### src/rtl/wb_tile_sched_pkg.sv
// Shared types and constants for the write-back tile scheduler.
package wb_tile_sched_pkg;

  localparam int PSUM_BUF_DEPTH = 32;
  localparam int MAX_TILE_W_DEF = PSUM_BUF_DEPTH;

  typedef enum logic [2:0] {
    S_IDLE    = 3'd0,
    S_LOAD    = 3'd1,
    S_WAIT    = 3'd2,
    S_ISSUE   = 3'd3,
    S_RUN     = 3'd4,
    S_RELEASE = 3'd5,
    S_DONE    = 3'd6
  } wb_sched_state_t;

endpackage

### src/rtl/wb_tile_sched_wr_ptr.sv
// Write pointer with synchronous clear and a single-step increment; wraps silently.
module wr_ptr_cnt #(
  parameter int W = 16
) (
  input  logic         clk,
  input  logic         rst_n,
  input  logic         clr,
  input  logic         inc,
  output logic [W-1:0] cnt
);

  always_ff @(posedge clk) begin
    if (!rst_n || clr) begin
      cnt <= '0;
    end else if (inc) begin
      cnt <= cnt + W'(1);
    end
  end

endmodule

### src/rtl/wb_tile_sched.sv
// Splits one layer output command into psum-buffer-sized column tiles and
// drives the write-back unit one tile at a time, tracking fm/guard pointers.
module wb_tile_sched
  import wb_tile_sched_pkg::*;
#(
  parameter int MAX_TILE_W = MAX_TILE_W_DEF,
  parameter int ADDR_W     = 16
) (
  input  logic              clk,
  input  logic              rst_n,
  input  logic              cmd_valid,
  output logic              cmd_ready,
  input  logic [7:0]        cmd_w,
  input  logic [7:0]        cmd_h,
  input  logic [3:0]        cmd_shift,
  input  logic              cmd_is_diff,
  input  logic              cmd_is_last,
  input  logic              psum_tile_valid,
  output logic              psum_tile_ack,
  output logic              wb_ctrl_valid,
  input  logic              wb_ctrl_ready,
  input  logic              wb_ctrl_finish,
  output logic [7:0]        wb_w_num,
  output logic [7:0]        wb_h_num,
  output logic [7:0]        wb_w_cut,
  output logic [3:0]        wb_shift,
  output logic              wb_is_diff,
  output logic              wb_is_last,
  input  logic              wb_data_valid,
  input  logic              wb_guard_valid,
  output logic [ADDR_W-1:0] fm_wr_addr,
  output logic [ADDR_W-1:0] guard_wr_addr,
  output logic              busy,
  output logic              layer_done
);

  localparam logic [7:0] TILE_W = 8'(MAX_TILE_W);

  wb_sched_state_t state, state_nxt;
  logic [7:0]      rem_w;
  logic            last_tile;
  logic            accept;
  logic            zero_cmd;

  function automatic logic [7:0] clip_tile_w(input logic [7:0] rem);
    return (rem > TILE_W) ? TILE_W : rem;
  endfunction

  assign accept   = (state == S_IDLE) && cmd_valid;
  assign zero_cmd = (cmd_w == 8'd0) || (cmd_h == 8'd0);

  always_ff @(posedge clk) begin
    if (!rst_n) begin
      state <= S_IDLE;
    end else begin
      state <= state_nxt;
    end
  end

  always_comb begin
    state_nxt = state;
    case (state)
      S_IDLE:    if (cmd_valid) state_nxt = zero_cmd ? S_DONE : S_LOAD;
      S_LOAD:    state_nxt = S_WAIT;
      S_WAIT:    if (psum_tile_valid) state_nxt = S_ISSUE;
      S_ISSUE:   if (wb_ctrl_ready) state_nxt = S_RUN;
      S_RUN:     if (wb_ctrl_finish) state_nxt = S_RELEASE;
      S_RELEASE: state_nxt = last_tile ? S_DONE : S_LOAD;
      S_DONE:    state_nxt = S_IDLE;
      default:   state_nxt = S_IDLE;
    endcase
  end

  always_comb begin
    cmd_ready     = 1'b0;
    wb_ctrl_valid = 1'b0;
    psum_tile_ack = 1'b0;
    layer_done    = 1'b0;
    busy          = 1'b1;
    case (state)
      S_IDLE: begin
        cmd_ready = 1'b1;
        busy      = 1'b0;
      end
      S_ISSUE:   wb_ctrl_valid = 1'b1;
      S_RELEASE: psum_tile_ack = 1'b1;
      S_DONE:    layer_done    = 1'b1;
      default:   ;
    endcase
  end

  // Tile config is held from LOAD until the next LOAD so the write-back unit
  // sees a stable word for the whole tile.
  always_ff @(posedge clk) begin
    if (!rst_n) begin
      rem_w      <= '0;
      last_tile  <= 1'b0;
      wb_w_num   <= '0;
      wb_w_cut   <= '0;
      wb_h_num   <= '0;
      wb_shift   <= '0;
      wb_is_diff <= 1'b0;
      wb_is_last <= 1'b0;
    end else begin
      if (accept) begin
        rem_w      <= cmd_w;
        last_tile  <= 1'b0;
        wb_h_num   <= cmd_h;
        wb_shift   <= cmd_shift;
        wb_is_diff <= cmd_is_diff;
        wb_is_last <= cmd_is_last;
      end
      if (state == S_LOAD) begin
        wb_w_num  <= clip_tile_w(rem_w);
        wb_w_cut  <= TILE_W - clip_tile_w(rem_w);
        last_tile <= (rem_w <= TILE_W);
      end
      if (state == S_RELEASE) begin
        rem_w <= rem_w - wb_w_num;
      end
    end
  end

  wr_ptr_cnt #(.W(ADDR_W)) u_fm_ptr (
    .clk   (clk),
    .rst_n (rst_n),
    .clr   (accept),
    .inc   (busy && wb_data_valid),
    .cnt   (fm_wr_addr)
  );

  wr_ptr_cnt #(.W(ADDR_W)) u_guard_ptr (
    .clk   (clk),
    .rst_n (rst_n),
    .clr   (accept),
    .inc   (busy && wb_guard_valid),
    .cnt   (guard_wr_addr)
  );

endmodule

### config.mk
export PLATFORM = sky130hd
export DESIGN_NAME = wb_tile_sched
export DESIGN_NICKNAME = d
export VERILOG_FILES = /design/src/rtl/wb_tile_sched_pkg.sv /design/src/rtl/wb_tile_sched_wr_ptr.sv /design/src/rtl/wb_tile_sched.sv
export SDC_FILE = /design/constraint.sdc
export NUM_CORES = 1
export LEC_CHECK = 0
export CAP_MARGIN = 20
export CORE_UTILIZATION = 50
export CTS_BUF_LIST = sky130_fd_sc_hd__clkbuf_4 sky130_fd_sc_hd__clkbuf_8
export DETAILED_ROUTE_END_ITERATION = 16
export PLACE_DENSITY = 0.82
export SLEW_MARGIN = 25
export SYNTH_ARGS = -nofsm -noshare
export SYNTH_HDL_FRONTEND = slang
export SYNTH_SLANG_ARGS = --single-unit
### constraint.sdc
create_clock -name clk -period 2.2 [get_ports clk]
set_input_delay 0.44 -clock clk [delete_from_list [all_inputs] [get_ports clk]]
set_output_delay 0.44 -clock clk [all_outputs]
set_load 0.02 [all_outputs]
==> results by stage, run 1 <==
Yosys:
- Of all flip-flops after synthesis, the portion carrying an async set or reset was 0%.
- The number of nets in the synthesized netlist is 477.
- Counting flops with a built-in enable in the synthesized netlist gives 0.
- Synthesis instantiated 52 different standard cells from the library.
- The mapped netlist covers 3565 µm².
- The fraction of the yosys area taken by sequential cells is 41.00%.
- The number of warnings printed during yosys synthesis is 0.
- A synthesized cell averages 8.176 µm².
- Synthesis inferred 73 register bits.
- The cell count after synthesis came out at 436.
- The most instantiated flip-flop cell in the synthesis netlist is dfxtp_1.

Route:
- The iteration-0 DRC count of the detailed router is 118.
- After detailed routing, the total wire length is 8412 µm.
- For this run, design rule violations remaining after detail routing come to 0.
- Before antenna repair, the detailed router went through 4 iterations.
- The detail route stage leaves a number of antenna-violating nets equal to 0.
- The vias per cell is 5.314.
- The number of vias in the routed layout is 3380.
- Dividing the detail-routed wire length by the instance count gives 13.23 µm.

Timing:
- On the final layout, the worst hold slack is 461.3 ps.
- The count of final hold-check violations is 0.
- The highest achievable clock rate is 482.4 MHz.
- The summed negative setup slack over all endpoints is 0 ps.
- The worst pin sits at a relative slew slack of 60.12%.
- The final period utilization is 94.22%.
- The setup violation total in the final timing report is 0.
- The worst path in the final design needs a cycle of 2073 ps, including I/O delays and setup.
- Setup repair after global routing left no endpoint under its margin.
- The final number of max-transition violations is 0.
- For the pin with the worst max-slew slack, the measured transition is 594.9 ps.
- On the final layout, the worst clock skew is 9.940 ps.

Worst setup path:
- The required time of the critical path is 1760 ps.
- The critical-path maximum fanout is 8.
- Data on the critical path arrives at its endpoint at 1630 ps.
- The critical path in this run is classified as flop to output pin.
- STA classifies the critical path endpoint as an output pin.
- STA classifies the critical path startpoint as a flop.

Placed design:
- After detailed placement, the total cell area comes to 4642 µm².
- Routability-driven placement finished with a final weighted congestion of 0.8416.
- Detailed placement ended at an HPWL of 6034 µm.
- In this run the tool buffered the top-level ports with 96 buffer cells.

Power and ir drop:
- The part of the power in registers is 40.6%.
- In this run the power density over the cells is 764.0 nW/µm².
- Combinational cells account for 29.9% of the total power.
- The switching share of power is 33.39%.
- The internal portion of the total power is 0.002465 W.
- Summed over all cells, the static leakage comes to 1.831 nW.
- Summed over all nets, the switching power comes to 0.001236 W.
- The clock network power share is 29.5%.
- VDD sags by at most 0.4387 mV.

Floorplan:
- The core region is 6832 µm².
- The I/O pin total is 97.
- From bottom edge to top edge, the die measures 86.44 µm.
- The die covers 7471 µm².
- The initial standard-cell utilization of the core is 52.18%.
- The floorplan step set the die width to 86.44 µm.
- The number of core rows is 30.

Min path:
- The min-delay analysis places its worst path in the category flop to flop.

Global routing:
- The first global-routing pass estimated 13740 µm of wire.
- The sum of overflow across all layers after global routing is 0.
- The pin count of the biggest net entering global routing is 40.
- The number of antenna violations at the first check in global routing was 0.
- In the global route stage, overall resource usage came out at 23.23%.
- The number of global-route vias before repair is 3073.

Layout:
- The net count reported at finish is 576.
- The number of diodes added for antenna fixing is 0.
- From synthesis to final layout, the design area changed by 35.87%.
- The share of cells above drive strength 1 is 6.852%.
- The filler cell count is 566.
- The finished cells cover 4843 µm².

Clocking:
- Counting along the longest clock path gives a buffer depth of 2.
- The clock transition time at the flip-flop clock pins of the worst setup and hold paths is 80 ps.
- The root cell of the clock tree is clkbuf_8.
- After clock tree synthesis, the setup repair step added 0 buffers.
- Counting every sink on the clock net gives 73.
- Buffers inserted during clock tree synthesis total 9.
- The TritonCTS clock tree is built.
- The insertion delay of the later-clocked pin in the worst-skew pair is 340 ps.
- The number of levels in the clock H-tree is 3.

Status:
- The flow ran to the end, and the final reports show no timing, DRC or antenna violations.

Flow run:
- The tool flagged a number of max-cap violations equal to 0.
per-stage QoR:
stage	utilization, %	total power, W	setup WS [ps]	instances
after CTS	70.90	0.003712	129.1	636
after global routing	70.90	0.003901	39.63	636
after global placement	67.95	0.002610	228.4	620
after floorplan	-	0.002246	250.0	436
final	70.90	0.003700	127.1	636
after detailed placement	67.95	0.002639	163.2	620
timing repair:
action / CTS / global route
cloned: 0 / 0
setup endpoints to repair: 5 / 1
pin swaps: 0 / 0
resized for setup: 5 / 1
hold buffers: 0 / 0
worst paths after layout:
| kind | startpoint | cells past startpoint | to | slack (ps) |
|---|---|---|---|---|
| max | state[1]$_SDFFE_PN0P_ | 3 | busy | 130 |
| min | wb_w_cut[1]$_SDFFE_PN0P_ | 2 | wb_w_cut[1]$_SDFFE_PN0P_ | 460 |
| max reg2reg | rem_w[0]$_SDFFE_PN0P_ | 8 | rem_w[6]$_SDFFE_PN0P_ | 180 |
| min reg2reg | wb_w_cut[1]$_SDFFE_PN0P_ | 2 | wb_w_cut[1]$_SDFFE_PN0P_ | 460 |
critical path, stage by stage, from the launching register on:
cell           delay (ps)
dfxtp_1               390
or3_1                 410
buf_4                 180
dlygate4sd2_1         320
flip-flops by register name, summed over array words and instances (netlist names):
name             cells
wb_h_num             8
state                3
wb_shift             4
wb_is_diff           1
u_fm_ptr.cnt        16
wb_w_cut             7
rem_w                8
wb_w_num             8
wb_is_last           1
u_guard_ptr.cnt     16
last_tile            1
cells by family (layout without fill, tap and decap cells):
| family | after synthesis | in the layout | share of synthesized area [%] |
|---|---|---|---|
| fa+ha+maj | 11 | 11 | 4.072 |
| xor+xnor | 30 | 30 | 7.371 |
| compound gates | 75 | 75 | 14.60 |
| simple gates | 207 | 207 | 27.66 |
| flops | 73 | 73 | 41.00 |
| buf+inv | 39 | 143 | 5.019 |
| mux | 1 | 1 | 0.2808 |
synthesized netlist by cell type (7+ instances only):
library cell,count,share of area (%)
ha_1,10,3.5
nor2_1,37,3.9
a21boi_0,9,1.9
buf_2,7,0.98
dfxtp_1,73,41
nand3_1,24,3.4
xor2_1,17,4.2
nor4_1,9,1.6
a21oi_1,16,2.2
nand4_1,7,1.2
a21boi_1,10,2.1
and3_1,11,1.9
inv_1,18,1.9
clkbuf_1,7,0.74
xnor2_1,13,3.2
o21ai_0,16,2.2
nand2_1,85,9.0
cell usage in the layout, fill, tap and decap left out, types with 13 or more instances in the layout:
master / n
a21oi_1: 16
clkdlybuf4s50_1: 91
dfxtp_1: 73
inv_1: 18
nand2_1: 85
nand3_1: 24
nor2_1: 37
o21ai_0: 15
xnor2_1: 13
xor2_1: 17
final cells by class:
type / instances / area (µm²) / share of cell area [%]
Multi-Input combinational cell: 324 / 1924 / 39.73
Sequential cell: 73 / 1461 / 30.17
Timing Repair Buffer: 108 / 1057 / 21.83
Inverter: 19 / 72.57 / 1.498
Tap cell: 96 / 120.1 / 2.480
Clock buffer: 11 / 145.1 / 2.997
Clock inverter: 5 / 62.56 / 1.292
routing by layer:
layer | up-vias | wire length, µm | track usage, %
li1 | 1697 | - | -
met2 | 108 | 3956 | 38.24
met1 | 1560 | 3744 | 29.68
met3 | 15 | 554 | 4.571
met4 | 0 | 156 | 10.00
met5 | - | 0 | 0
power groups by stage:
| stage | registers [W] | logic, W | clock network, W |
|---|---|---|---|
| floorplan | 0.00159 | 0.000656 | 0 |
| global placement | 0.00153 | 0.00108 | 0 |
| detailed placement | 0.00153 | 0.00111 | 0 |
| CTS | 0.00150 | 0.00110 | 0.00111 |
| global route | 0.00151 | 0.00122 | 0.00117 |
| finish | 0.00150 | 0.00111 | 0.00109 |
Power figures use the tool's default switching activity.
==> inputs of run 2 (changes only) <==
CAP_MARGIN = default   (was 20)
PLACE_DENSITY = 0.91   (was 0.82)
==> run 2 against run 1 <==
  * Cell count rose by 0.16%
  * Register-to-register slack barely moved
  * Non-clock buffer count rose by 2
  * First-iteration DRC count fell by 10%
==> results by stage, run 2 (same netlist as run 1, synthesis figures left out) <==
Timing:
- The count of final hold-check violations is 0.
- For the finished layout, the period the worst path requires is 2037 ps.
- Summed over all failing endpoints, the final setup total negative slack is 0 ps.
- The worst clock skew is 9.636 ps.
- Setup violations remaining at the end of the flow were counted as 0.
- The slew at the pin closest to its max-slew limit is 647.8 ps.
- The final number of max-transition violations is 0.
- The final period utilization is 92.57%.
- The worst hold slack across all endpoints is 455.7 ps.
- Once routing completed, OpenROAD measured the worst setup slack at 163.5 ps.
- Setup repair after global routing left no endpoint under its margin.
- The worst slew slack as a fraction of its limit is 56.58%.
- The highest achievable clock rate is 491.0 MHz.

Power and ir drop:
- Summed over all cells, the static leakage comes to 1.881 nW.
- Power spread over the standard cell area amounts to 798.4 nW/µm².
- The overall power of the completed layout is 0.003898 W.
- Across the VDD grid, the largest voltage drop is 0.5398 mV.

Layout:
- The largest registers in the layout are u_fm_ptr.cnt x16, u_guard_ptr.cnt x16.
- In the layout the commonest cells are clkdlybuf4s50_1 (91), nand2_1 (85), dfxtp_1 (72).
- The net count reported at finish is 578.
- The filler cell count is 537.
- Leaving out fill and tap cells, the most frequent cell in the layout is clkdlybuf4s50_1.
- From synthesis to final layout, the design area changed by 36.96%.
- The number of diodes added for antenna fixing is 0.
- After the flow finishes, the layout carries non-filler instances totaling 637.
- The post-route netlist has 7.209% of its cells at a drive strength greater than 1.

Floorplan:
- The number of core rows is 30.
- The vertical die dimension is 86.44 µm.
- The x dimension of the die is 86.44 µm.
- The I/O pin total is 97.
- The die covers 7471 µm².
- In this run the standard cell core region covers 6832 µm².
- For this configuration, the core starts out at a cell density of 52.18%.

Global routing:
- The number of global-route vias before repair is 3322.
- The total track usage is 25.54%.
- The sum of overflow across all layers after global routing is 0.
- The number of antenna violations at the first check in global routing is 0.
- The first global-routing pass estimated 14980 µm of wire.
- The pin count of the biggest net entering global routing is 36.

Clocking:
- The later pin in the worst-skew pair is clocked with a latency of 340 ps.
- Once the clock tree was built, the setup fixing pass inserted 0 buffers.
- The clock buffer count from CTS is 9.
- The clock transition time at the flip-flop clock pins of the worst setup and hold paths is 80 ps.
- The number of levels in the clock H-tree is 3.
- The clock sink total is 73.
- The TritonCTS clock tree is built.
- The number of hold buffers added after CTS was 0.
- Clock tree synthesis selected as its root buffer the cell clkbuf_8.
- Counting along the longest clock path gives a buffer depth of 2.

Flow run:
- The reported max-cap violation count is 0.

Placed design:
- The global placer's final weighted congestion is 0.9052.
- The count of buffers added on input and output ports is 96.
- The placed instance count is 622.
- After legalization and detailed placement, the total HPWL measured 6665 µm.
- The setup slack at placement is 177.2 ps.

Worst setup path:
- The longest individual stage delay on the worst path is 370 ps.
- The endpoint class of the critical path is an output pin.
- The type of origin of the critical path is a flop.
- STA puts the critical path data arrival time at 1600 ps.
- For the worst setup path, the data required time is 1760 ps.
- The critical path is of the flop to output pin type.
- Along the worst path, the maximum fanout reaches 6.
- The highest-delay cell along the critical path is dfxtp_1.
- The critical path goes through buf_4 -> nor2b_1 -> nand2_1 -> inv_1 -> dlygate4sd2_1.

Route:
- In the routed layout, each cell is associated on average with a via count of 5.455.
- After the first detailed-routing iteration, the DRC count stood at 106.
- In the routed design, unresolved DRC markers number 0.
- In the final routed layout, each cell accounts on average for 14.47 µm.
- The number of vias in the routed layout is 3475.
- The first TritonRoute pass finished after 4 iterations.
- The detail route stage leaves a number of antenna-violating nets equal to 0.
- The detailed-route wire length is 9217 µm.

Min path:
- The path class of the tightest hold or removal check is flop to flop.

Status:
- The flow ran to the end, and the final reports show no timing, DRC or antenna violations.
run 2: worst paths after layout:
| kind | startpoint | to | slack [ps] | cells past startpoint |
|---|---|---|---|---|
| setup / recovery | state[2]$_SDFFE_PN0P_ | wb_ctrl_valid | 160 | 5 |
| hold reg to reg | wb_h_num[5]$_SDFFE_PN0P_ | wb_h_num[5]$_SDFFE_PN0P_ | 460 | 2 |
| setup reg to reg | rem_w[0]$_SDFFE_PN0P_ | rem_w[6]$_SDFFE_PN0P_ | 180 | 8 |
| hold / removal | wb_h_num[5]$_SDFFE_PN0P_ | wb_h_num[5]$_SDFFE_PN0P_ | 460 | 2 |
run 2: critical path: cells and delay by family, from the launching register on:
kind	cells	cell delay [ps]
buf+inv	3	570
flops	1	370
simple gates	2	310
run 2: report_power, final:
group          switching, W  internal (W)
registers         0.0000943       0.00142
clock network      0.000504      0.000763
logic              0.000644      0.000475
run 2: final cells by class:
class	instances	area, µm²	share of cell area [%]
multi-input cells	324	1924	39.42
flip-flops and latches	73	1463	29.96
repair buffers	110	1067	21.86
clock buffers	10	131.4	2.691
well taps	96	120.1	2.460
clock inverters	5	103.9	2.127
inverters	19	72.57	1.486
run 2: timing repair:
action	in CTS	in global routing
gates resized for setup	4	2
setup endpoints to repair	5	2
cloned	0	0
endpoints found under the hold margin	0	0
run 2: layer usage:
layer | vias to the layer above | global-route usage, % | share of wire, %
li1 | 1701 | - | -
met1 | 1628 | 30.21 | 42
met2 | 130 | 43.43 | 50
met3 | 16 | 5.429 | 6.0
met4 | 0 | 13.64 | 1.7
met5 | - | 0 | 0
run 2: metrics by stage:
step,util [%],cell area (µm²)
after floorplan,-,3565
after global placement,67.99,4644
after detailed placement,67.99,4644
after CTS,71.39,4877
after global routing,71.47,4882
final,71.47,4882
==> variant: new RTL, settings of run 1 <==
Re-encode `wb_sched_state_t` (7 states) as one-hot, 7 bits wide.
--- a/src/rtl/wb_tile_sched_pkg.sv
+++ b/src/rtl/wb_tile_sched_pkg.sv
@@ -6,10 +6,10 @@
 
-  typedef enum logic [2:0] {
-    S_IDLE    = 3'd0,
-    S_LOAD    = 3'd1,
-    S_WAIT    = 3'd2,
-    S_ISSUE   = 3'd3,
-    S_RUN     = 3'd4,
-    S_RELEASE = 3'd5,
-    S_DONE    = 3'd6
+  typedef enum logic [6:0] {
+    S_IDLE    = 7'b0000001,
+    S_LOAD    = 7'b0000010,
+    S_WAIT    = 7'b0000100,
+    S_ISSUE   = 7'b0001000,
+    S_RUN     = 7'b0010000,
+    S_RELEASE = 7'b0100000,
+    S_DONE    = 7'b1000000
   } wb_sched_state_t;
Behaviour: no difference found for any inputs over 10 cycles, from zero or initial values and one cycle with rst_n low; not proved beyond that.
==> variant against run 1 <==
- synthesized cell count rose by 2.3%
- sequential share of layout area barely moved
- final area rose by 5.4%
- power rose by 13%
- sequential cell count rose by 4
- setup slack got worse by 68 ps
- area after synthesis rose by 4.2%
- largest cell class unchanged
- register-to-register slack got worse by 120 ps
- routed wire length rose by 18%
==> variant: results (changes against run 1) <==
Status
  • Outcome: completed (unchanged)

Timing
  • Hold_ws: 457.1 ps (was 461.3 ps)
  • Slew margin rel.: 73.89% (was 60.12%)
  • Clock Skews: 9.610 ps (was 9.940 ps)

Yosys
  • Sequential area share after synthesis: 41.50% (was 41.00%)
  • Post-synthesis mux area share: 1.448% (was 0.2808%)
  • Synthesized area per cell: 8.329 µm² (was 8.176 µm²)
  • Post-synth cell types: 58 (was 52)
  • Xor/xnor share of the synthesized area: 7.780% (was 7.371%)
  • Top post-synthesis cells by count: 77 x dfxtp_1, 66 x nand2_1, 46 x nor2_1 (was 85 x nand2_1, 73 x dfxtp_1, 37 x nor2_1)
  • Post-Synth Adder-Cell Area: 3.907% (was 4.072%)

Setup path
  • Reg-to-reg endpoint: state[3] (was rem_w[6])
  • Crit-path slowest cell: or4_4 (was or3_1)
  • Critical path's largest stage delay: 540 ps (was 410 ps)
  • Crit-path max FO: 4 (was 8)
  • Arr. time, crit path: 2370 ps (was 1630 ps)
  • Largest delay share family, worst path: simple AND/OR/NAND/NOR gates (was buffers and inverters)

Global routing
  • Pin count of the biggest net entering global routing: 33 (was 40)
  • Number of global-route vias before repair: 3392 (was 3073)
  • First-pass GRT wire length: 15800 µm (was 13740 µm)
  • GR Util met3: 5.278% (was 4.571%)
  • Grt met1 use: 32.85% (was 29.68%)

Pwr
  • Maximum vdd drop: 466.7 µV (was 438.7 µV)
  • Switching Share: 37.09% (was 33.39%)
  • Comb group: 1670 µW (was 1110 µW)

CTS
  • Cts repair resizes: 11 (was 5)

Detailed routing
  • DR vias: 3646 (was 3380)
  • Met3 Wirelength: 655 µm (was 554 µm)
  • Initial DRC Count: 252 (was 118)
  • Drt first pass iters: 5 (was 4)
  • Wl on met1: 4177 µm (was 3744 µm)

Placed design
  • Placed inst area: 4932 µm² (was 4642 µm²)
  • Setup WS pre-CTS: -41.29 ps (was 163.2 ps)
  • Placed Instances: 648 (was 620)

Hold path
  • WHS Endpoint: wb_shift[2] (was wb_w_cut[1])

Layout
  • Final nets: 601 (was 576)
  • Layout cells sized above 1: 10.83% (was 6.852%)
## variant: cell count changes after synthesis, sizes merged, moves of 9 or more
cell / before / now
nor3: 7 / 17
a211oi: 0 / 9
nor2: 37 / 46
nand2: 85 / 66
a21boi: 19 / 1
a21oi: 16 / 40
## variant: layout make-up
type	count	area [µm²]	share of cell area, %
timing repair buffer	124	1186	23.23
clock inverter	5	30.03	0.5881
inverter	14	52.55	1.029
tap	99	123.9	2.426
sequential	77	1541	30.19
multi-input combinational	334	2048	40.11
clock buffer	9	123.9	2.426
## variant: how the worst max path moves through the flow
stage | endpoint | start | cells after the start | slack [ps]
final | state[3] | state[2] | 6 | 60
after global routing | rem_w[6] | rem_w[0] | 9 | -70
after CTS | rem_w[6] | rem_w[0] | 9 | 20
after detailed placement | layer_done | state[2] | 3 | -40
after global placement | layer_done | state[2] | 3 | -40
after floorplan | layer_done | state[2] | 3 | 10
